==> src/rtl/ifetch_pkg.sv <==
// Shared fetch-path constants and the queue entry record.
package ifetch_pkg;

  localparam int unsigned INSTR_W = 32;
  localparam int unsigned PC_W    = 32;

  localparam logic [PC_W-1:0] DEFAULT_RESET_PC = 32'h0000_0000;

  typedef struct packed {
    logic [PC_W-1:0]    pc;
    logic [INSTR_W-1:0] instr;
  } fetch_entry_t;

endpackage

==> src/rtl/fetch_fifo.sv <==
// Synchronous prefetch FIFO with flush; pointers carry one extra wrap bit.
module fetch_fifo #(
  parameter int unsigned DEPTH = 4,
  parameter int unsigned WIDTH = 64
) (
  input  logic                     clock,
  input  logic                     reset,
  input  logic                     flush,
  input  logic                     push,
  input  logic [WIDTH-1:0]         wdata,
  input  logic                     pop,
  output logic [WIDTH-1:0]         rdata,
  output logic [$clog2(DEPTH):0]   count
);

  localparam int unsigned AW = $clog2(DEPTH);

  logic [WIDTH-1:0] mem [DEPTH];
  logic [AW:0]      wptr;
  logic [AW:0]      rptr;
  logic             full;
  logic             empty;
  logic             do_push;
  logic             do_pop;

  assign empty   = (wptr == rptr);
  assign full    = (wptr[AW] != rptr[AW]) && (wptr[AW-1:0] == rptr[AW-1:0]);
  assign do_push = push && !full;
  assign do_pop  = pop && !empty;
  assign count   = wptr - rptr;
  assign rdata   = mem[rptr[AW-1:0]];

  always_ff @(posedge clock) begin
    if (reset || flush) begin
      wptr <= '0;
      rptr <= '0;
    end else begin
      if (do_push) wptr <= wptr + (AW+1)'(1);
      if (do_pop)  rptr <= rptr + (AW+1)'(1);
    end
  end

  // Storage needs no reset; pointers define what is valid.
  always_ff @(posedge clock) begin
    if (do_push && !flush && !reset) mem[wptr[AW-1:0]] <= wdata;
  end

endmodule

==> src/rtl/ifetch_queue.sv <==
// Instruction fetch front end: single-outstanding ROM fetch feeding a prefetch queue.
module ifetch_queue
  import ifetch_pkg::*;
#(
  parameter int unsigned        ADDR_W   = 32,
  parameter int unsigned        IMEM_AW  = 14,
  parameter int unsigned        DEPTH    = 4,
  parameter logic [ADDR_W-1:0]  RESET_PC = ADDR_W'(DEFAULT_RESET_PC)
) (
  input  logic                        clock,
  input  logic                        reset,
  output logic                        imem_en,
  output logic [IMEM_AW-1:0]          imem_addr,
  input  logic [31:0]                 imem_rdata,
  input  logic                        redirect,
  input  logic [ADDR_W-1:0]           redirect_pc,
  output logic                        inst_valid,
  input  logic                        inst_ready,
  output logic [31:0]                 instruction,
  output logic [ADDR_W-1:0]           inst_pc,
  output logic [ADDR_W-1:0]           branch_base_addr,
  output logic [$clog2(DEPTH+1)-1:0]  occupancy
);

  localparam int unsigned ENTRY_W = ADDR_W + INSTR_W;

  logic [ADDR_W-1:0]  fetch_pc;
  logic [ADDR_W-1:0]  inflight_pc;
  logic               inflight;
  logic               issue;
  logic               push;
  logic               pop;
  logic [ENTRY_W-1:0] head;

  // Reserve a slot for the outstanding fetch so its data always has room.
  assign issue     = !reset && !redirect && ((32'(occupancy) + 32'(inflight)) < DEPTH);
  assign imem_en   = issue;
  assign imem_addr = fetch_pc[IMEM_AW+1:2];

  assign push       = inflight && !redirect;
  assign inst_valid = (occupancy != '0) && !redirect;
  assign pop        = inst_valid && inst_ready;

  always_ff @(posedge clock) begin
    if (reset) begin
      fetch_pc <= RESET_PC;
      inflight <= 1'b0;
    end else if (redirect) begin
      fetch_pc <= redirect_pc & ~ADDR_W'(3);
      inflight <= 1'b0;
    end else begin
      inflight <= issue;
      if (issue) fetch_pc <= fetch_pc + ADDR_W'(4);
    end
  end

  always_ff @(posedge clock) begin
    if (issue) inflight_pc <= fetch_pc;
  end

  fetch_fifo #(
    .DEPTH (DEPTH),
    .WIDTH (ENTRY_W)
  ) u_fifo (
    .clock (clock),
    .reset (reset),
    .flush (redirect),
    .push  (push),
    .wdata ({inflight_pc, imem_rdata}),
    .pop   (pop),
    .rdata (head),
    .count (occupancy)
  );

  assign inst_pc          = head[ENTRY_W-1:INSTR_W];
  assign instruction      = head[INSTR_W-1:0];
  assign branch_base_addr = inst_pc + ADDR_W'(4);

endmodule

==> config.mk <==
export PLATFORM = sky130hd
export DESIGN_NAME = ifetch_queue
export DESIGN_NICKNAME = d
export VERILOG_FILES = /design/src/rtl/ifetch_pkg.sv /design/src/rtl/fetch_fifo.sv /design/src/rtl/ifetch_queue.sv
export SDC_FILE = /design/constraint.sdc
export NUM_CORES = 1
export LEC_CHECK = 0
export ABC_AREA = 1
export BUFFER_PORTS_ARGS = -buffer_cell sky130_fd_sc_hd__buf_2
export CAP_MARGIN = 30
export CORE_AREA = 2 2 180 182
export DETAILED_ROUTE_END_ITERATION = 6
export DIE_AREA = 0 0 182 184
export PLACE_DENSITY = 0.6
export REMOVE_ABC_BUFFERS = 1
export SYNTH_ARGS = -nofsm -noshare
export SYNTH_HDL_FRONTEND = slang
export SYNTH_HIERARCHICAL = 1
export SYNTH_SLANG_ARGS = --single-unit
==> constraint.sdc <==
create_clock -name clock -period 9.1 [get_ports clock]
set_clock_uncertainty 0.05 [all_clocks]
set_input_delay 1.365 -clock clock [delete_from_list [all_inputs] [get_ports clock]]
set_output_delay 1.365 -clock clock [all_outputs]
set_load 0.03 [all_outputs]
==> impl_table.tex <==
\begin{tabular}{lr}
\hline
Metric & Value \\
\hline
\multicolumn{2}{l}{\textbf{Setup path}} \\
Worst r2r src & u\_fifo/wptr[0]\$\_SDFFE\_PP0P\_ \\
Reg2reg end & fetch\_pc[25]\$\_SDFFE\_PP0P\_ \\
Crit path arrival time & $\sim$4.4 ns \\
Kind of critical path & flop to output port \\
Most used cell along the critical path & sky130\_fd\_sc\_hd\_\_nor3\_1 \\
Sort of element at the end of the critical path & output port \\
Slowest Stage Delay on Critical Path & 0.66 ns \\
Critical path's top delay family & buffers and inverters \\
Register-to-Register Setup Slack & around 6.4 ns \\
Crit-path slowest cell & sky130\_fd\_sc\_hd\_\_inv\_4 \\
Cells along the critical path & inv\_4 > buf\_4 > o21ai\_1 > o22ai\_1 > inv\_2 > nor3\_1 > nand2\_1 > nor3\_1 > xor2\_1 > buf\_2 \\
Cell depth of the worst flop-to-flop path & 10 \\
Count of buffer and inverter cells on the critical path & 4 \\
Crit path max fanout & 75 \\
Data required time at the worst endpoint & between 7 and 8 ns \\
Setup crit start kind & flop \\
\multicolumn{2}{l}{\textbf{Drt}} \\
Routed length per instance & around 18 um \\
Length of the first detailed-routing pass in iterations & 5 \\
Count of nets left with antenna violations after detail routing & 0 \\
Average vias per placed instance & between 5 and 6 \\
Number of remaining DRC errors & 0 \\
DRT iter0 DRCs & 666 \\
Final routed wirelength across all metal layers & $\sim$33 mm \\
Detailed-route via count & 9473 \\
\multicolumn{2}{l}{\textbf{Placed design}} \\
Routability congestion estimate from global placement & slightly below 0.9 \\
HPWL reported at the end of detailed placement & 20.5 mm \\
Post-placement cell count & 1751 \\
Number of buffer cells added on primary ports & 180 \\
\multicolumn{2}{l}{\textbf{Yosys}} \\
Number of enable-type register cells in the synthesized netlist & 286 \\
Share of async-settable or async-resettable flops after synthesis & 0\% \\
Mean post-synth cell area & between 10 and 15 sq um \\
Synth warnings & 6 \\
Instance count of the mapped netlist & roughly 1200 \\
Share of the yosys chip area belonging to registers & around two thirds \\
Leading register cell type out of synthesis & sky130\_fd\_sc\_hd\_\_edfxtp\_1 \\
Number of distinct library cell variants in the gate-level netlist after synthesis & 44 \\
Post-Syn Area & between 10000 and 15000 sq um \\
Register bit total from synthesis & about 330 \\
\multicolumn{2}{l}{\textbf{Job}} \\
Max cap viols & 0 \\
\multicolumn{2}{l}{\textbf{Worst hold path}} \\
Number of instances on the worst hold path & 0 \\
Hold Path Origin & inflight\_pc[19]\$\_DFFE\_PP\_ \\
Class of the worst hold path & flop to flop \\
Worst Hold Endpoint & u\_fifo/mem[3][51]\$\_DFFE\_PP\_ \\
\multicolumn{2}{l}{\textbf{CTS}} \\
\# Post-CTS Setup Buffers & 0 \\
Post-cts gate resize count & 0 \\
Deepest level of the CTS H-tree & 2 \\
Number of clock buffers inserted by TritonCTS & 35 \\
Clock latency on the worst-skew pair & roughly 0.50 ns \\
Clock edge transition at the registers on the reported setup and hold paths & $\sim$0.060 ns \\
TritonCTS clock tree & built \\
CTS sink cnt & 325 \\
Clock Path Buffers & 3 \\
CTS Hold Bufs & 0 \\
Library cell used as clock root buffer & sky130\_fd\_sc\_hd\_\_clkbuf\_16 \\
\multicolumn{2}{l}{\textbf{Cells and area}} \\
Number of diodes added for antenna fixing & 0 \\
Register Area & approximately 9400 sq um \\
Layout cells sized above 1 & between 20\% and 30\% \\
Commonest cells after routing, fill and taps aside & sky130\_fd\_sc\_hd\_\_edfxtp\_1, sky130\_fd\_sc\_hd\_\_nor2\_1, sky130\_fd\_sc\_hd\_\_buf\_2 \\
Most common cell after layout, fill and taps aside & sky130\_fd\_sc\_hd\_\_edfxtp\_1 \\
Filler cell count in the final layout & between 2000 and 3000 \\
Non-Filler Instances & about 1800 \\
Layout overhead on the synthesized area & 16.0\% \\
Combined area of the multi-input logic cells & roughly 3900 sq um \\
Number of nets in the finished design & between 1000 and 1500 \\
\multicolumn{2}{l}{\textbf{Die}} \\
Boundary Pins & roughly 180 \\
Die Area & approximately 33000 sq um \\
Std cell rows & 65 \\
Die boundary height & approximately 180 um \\
Core footprint & 31400 sq um \\
Die extent in x & between 150 and 200 um \\
Initial Util & between 40\% and 50\% \\
\multicolumn{2}{l}{\textbf{Power}} \\
Switching part of the total & around a fifth \\
Peak supply drop & 0.119 mV \\
Design internal power & 2.44 mW \\
Final Total Pwr & slightly above 3 mW \\
Part of the power in combinational logic & $\sim$3.3\% \\
Seq pwr share & between 50\% and 60\% \\
Total net switching power & roughly 630 uW \\
Clock power frac & roughly 43\% \\
Leakage power & around 5.9 nW \\
Pwr/cell area & $\sim$190 nW/um\^{}2 \\
\multicolumn{2}{l}{\textbf{STA}} \\
Crit share post-route & between 60 and 70\% \\
Setup repair after global routing missed its margin & false \\
Maximum clock rate & about 170 MHz \\
Final setup violating endpoints & 0 \\
Relative max-transition margin & about 45\% \\
Final hold slack & between 0.4 and 0.5 ns \\
Final Critical Period & 5.86 ns \\
Final Hold Violating Endpoints & 0 \\
Count of final max-slew check failures & 0 \\
Total Negative Setup Slacks & 0 ns \\
Transition time of the tightest slew-check pin & around 0.83 ns \\
\multicolumn{2}{l}{\textbf{Outcome}} \\
Result of the run & finished, final reports clean \\
\multicolumn{2}{l}{\textbf{Global routing}} \\
Largest net degree at the start of global routing & between 80 and 90 \\
First-pass GRT wire length & about 51 mm \\
Global-route usage over all layers & a little under 20\% \\
Number of global-route vias before repair & 9071 \\
Initial antenna violation count & 0 \\
Leftover overflow at the end of global routing & 0 \\
\hline
\end{tabular}
==> layer usage <==
layer  global-route usage, %  up-vias  wire, um
met3                    2.97       51      2060
met2                    32.6      302     15200
met1                    26.3     4484     14500
met4                    6.94        0      1040
li1                        -     4636         -
met5                       0        -         0
==> cells in the mapped netlist (2+ instances only) <==
cell type                  count  area share, %
sky130_fd_sc_hd__and2_1        3           0.13
sky130_fd_sc_hd__edfxtp_1    286             61
sky130_fd_sc_hd__a22oi_1      21            1.1
sky130_fd_sc_hd__ha_1          9           0.81
sky130_fd_sc_hd__xor2_1       23            1.4
sky130_fd_sc_hd__nor2_2        8           0.36
sky130_fd_sc_hd__xnor2_1      12           0.75
sky130_fd_sc_hd__a31oi_1       4           0.18
sky130_fd_sc_hd__nor2_1      193            5.2
sky130_fd_sc_hd__nand2_4       2           0.16
sky130_fd_sc_hd__buf_2        11           0.39
sky130_fd_sc_hd__nand3_2       2           0.14
sky130_fd_sc_hd__o211ai_1      4           0.21
sky130_fd_sc_hd__clkbuf_1     19           0.51
sky130_fd_sc_hd__nand4_1       5           0.22
sky130_fd_sc_hd__o21ai_1      56            2.0
sky130_fd_sc_hd__nor3_2        2           0.14
sky130_fd_sc_hd__a21oi_2       3           0.19
sky130_fd_sc_hd__o21ai_0      72            2.6
sky130_fd_sc_hd__nand2_2       8           0.36
sky130_fd_sc_hd__nand3_1      47            1.7
sky130_fd_sc_hd__dfxtp_1      39            5.6
sky130_fd_sc_hd__o22ai_1      64            2.9
sky130_fd_sc_hd__a21oi_1      26           0.93
sky130_fd_sc_hd__inv_2         6           0.16
sky130_fd_sc_hd__nand2_1     157            4.2
sky130_fd_sc_hd__buf_6        15            1.2
sky130_fd_sc_hd__nor3_1       15           0.54
sky130_fd_sc_hd__clkbuf_2      3           0.11
sky130_fd_sc_hd__nor2_4       11           0.89
sky130_fd_sc_hd__inv_1        59            1.6
sky130_fd_sc_hd__buf_4        21            1.1
==> kinds of logic after synthesis <==
| logic type | share of synthesized area [%] |
|---|---|
| AOI/OAI and AO/OA | 10.2 |
| xor gates and xnor gates | 2.19 |
| adders and majority gates | 0.948 |
| buffers and inverters | 5.16 |
| DFF | 67.0 |
| other | 0.0268 |
| and+or+nand+nor | 14.5 |
==> how the worst max path moves through the flow <==
| stage | start | cells past startpoint | to | slack [ns] |
|---|---|---|---|---|
| 3_5_place_dp | flop | 11 | branch_base_addr[31] | 3.74 |
| 6_report | flop | 10 | branch_base_addr[19] | 3.24 |
| 4_1_cts | flop | 11 | branch_base_addr[31] | 3.19 |
| 3_3_place_gp | flop | 11 | branch_base_addr[31] | 3.81 |
| 2_1_floorplan | redirect | 3 | u_fifo/mem[0][0]$_DFFE_PP_ | 2.29 |
| 5_1_grt | flop | 11 | branch_base_addr[31] | 2.94 |
==> registers in the layout, summed over array words and instances (netlist names), named ones only <==
signal       count
u_fifo/wptr      3
inflight         1
u_fifo/rptr      3
inflight_pc     30
fetch_pc        30
u_fifo/mem     256
==> power by group through the flow <==
stage,Clock [mW],Combinational [mW],Sequential (mW)
final,1.31,0.102,1.66
after detailed placement,0,0.103,1.69
after floorplan,0,0.0497,1.69
after CTS,1.34,0.103,1.66
after global routing,1.40,0.113,1.67
after global placement,0,0.100,1.69
==> through the flow <==
| stage | utilization, % | instance area [sq um] | setup slack [ns] |
|---|---|---|---|
| after detailed placement | 48.1 | 15100 | 3.74 |
| after global routing | 51.7 | 16200 | 2.94 |
| after global placement | 48.0 | 15100 | 3.81 |
| after floorplan | - | 13500 | 2.29 |
| final | 51.7 | 16200 | 3.24 |
| after CTS | 51.5 | 16200 | 3.19 |
==> layout make-up <==
cell class	instances	share of cell area, %
flip-flops and latches	325	57.8
clock buffers	45	5.89
multi-input cells	764	24.3
well taps	402	3.10
inverters	67	1.57
clock inverters	17	0.656
repair buffers	195	6.69
No activity file was read; power rests on OpenSTA's default activity.
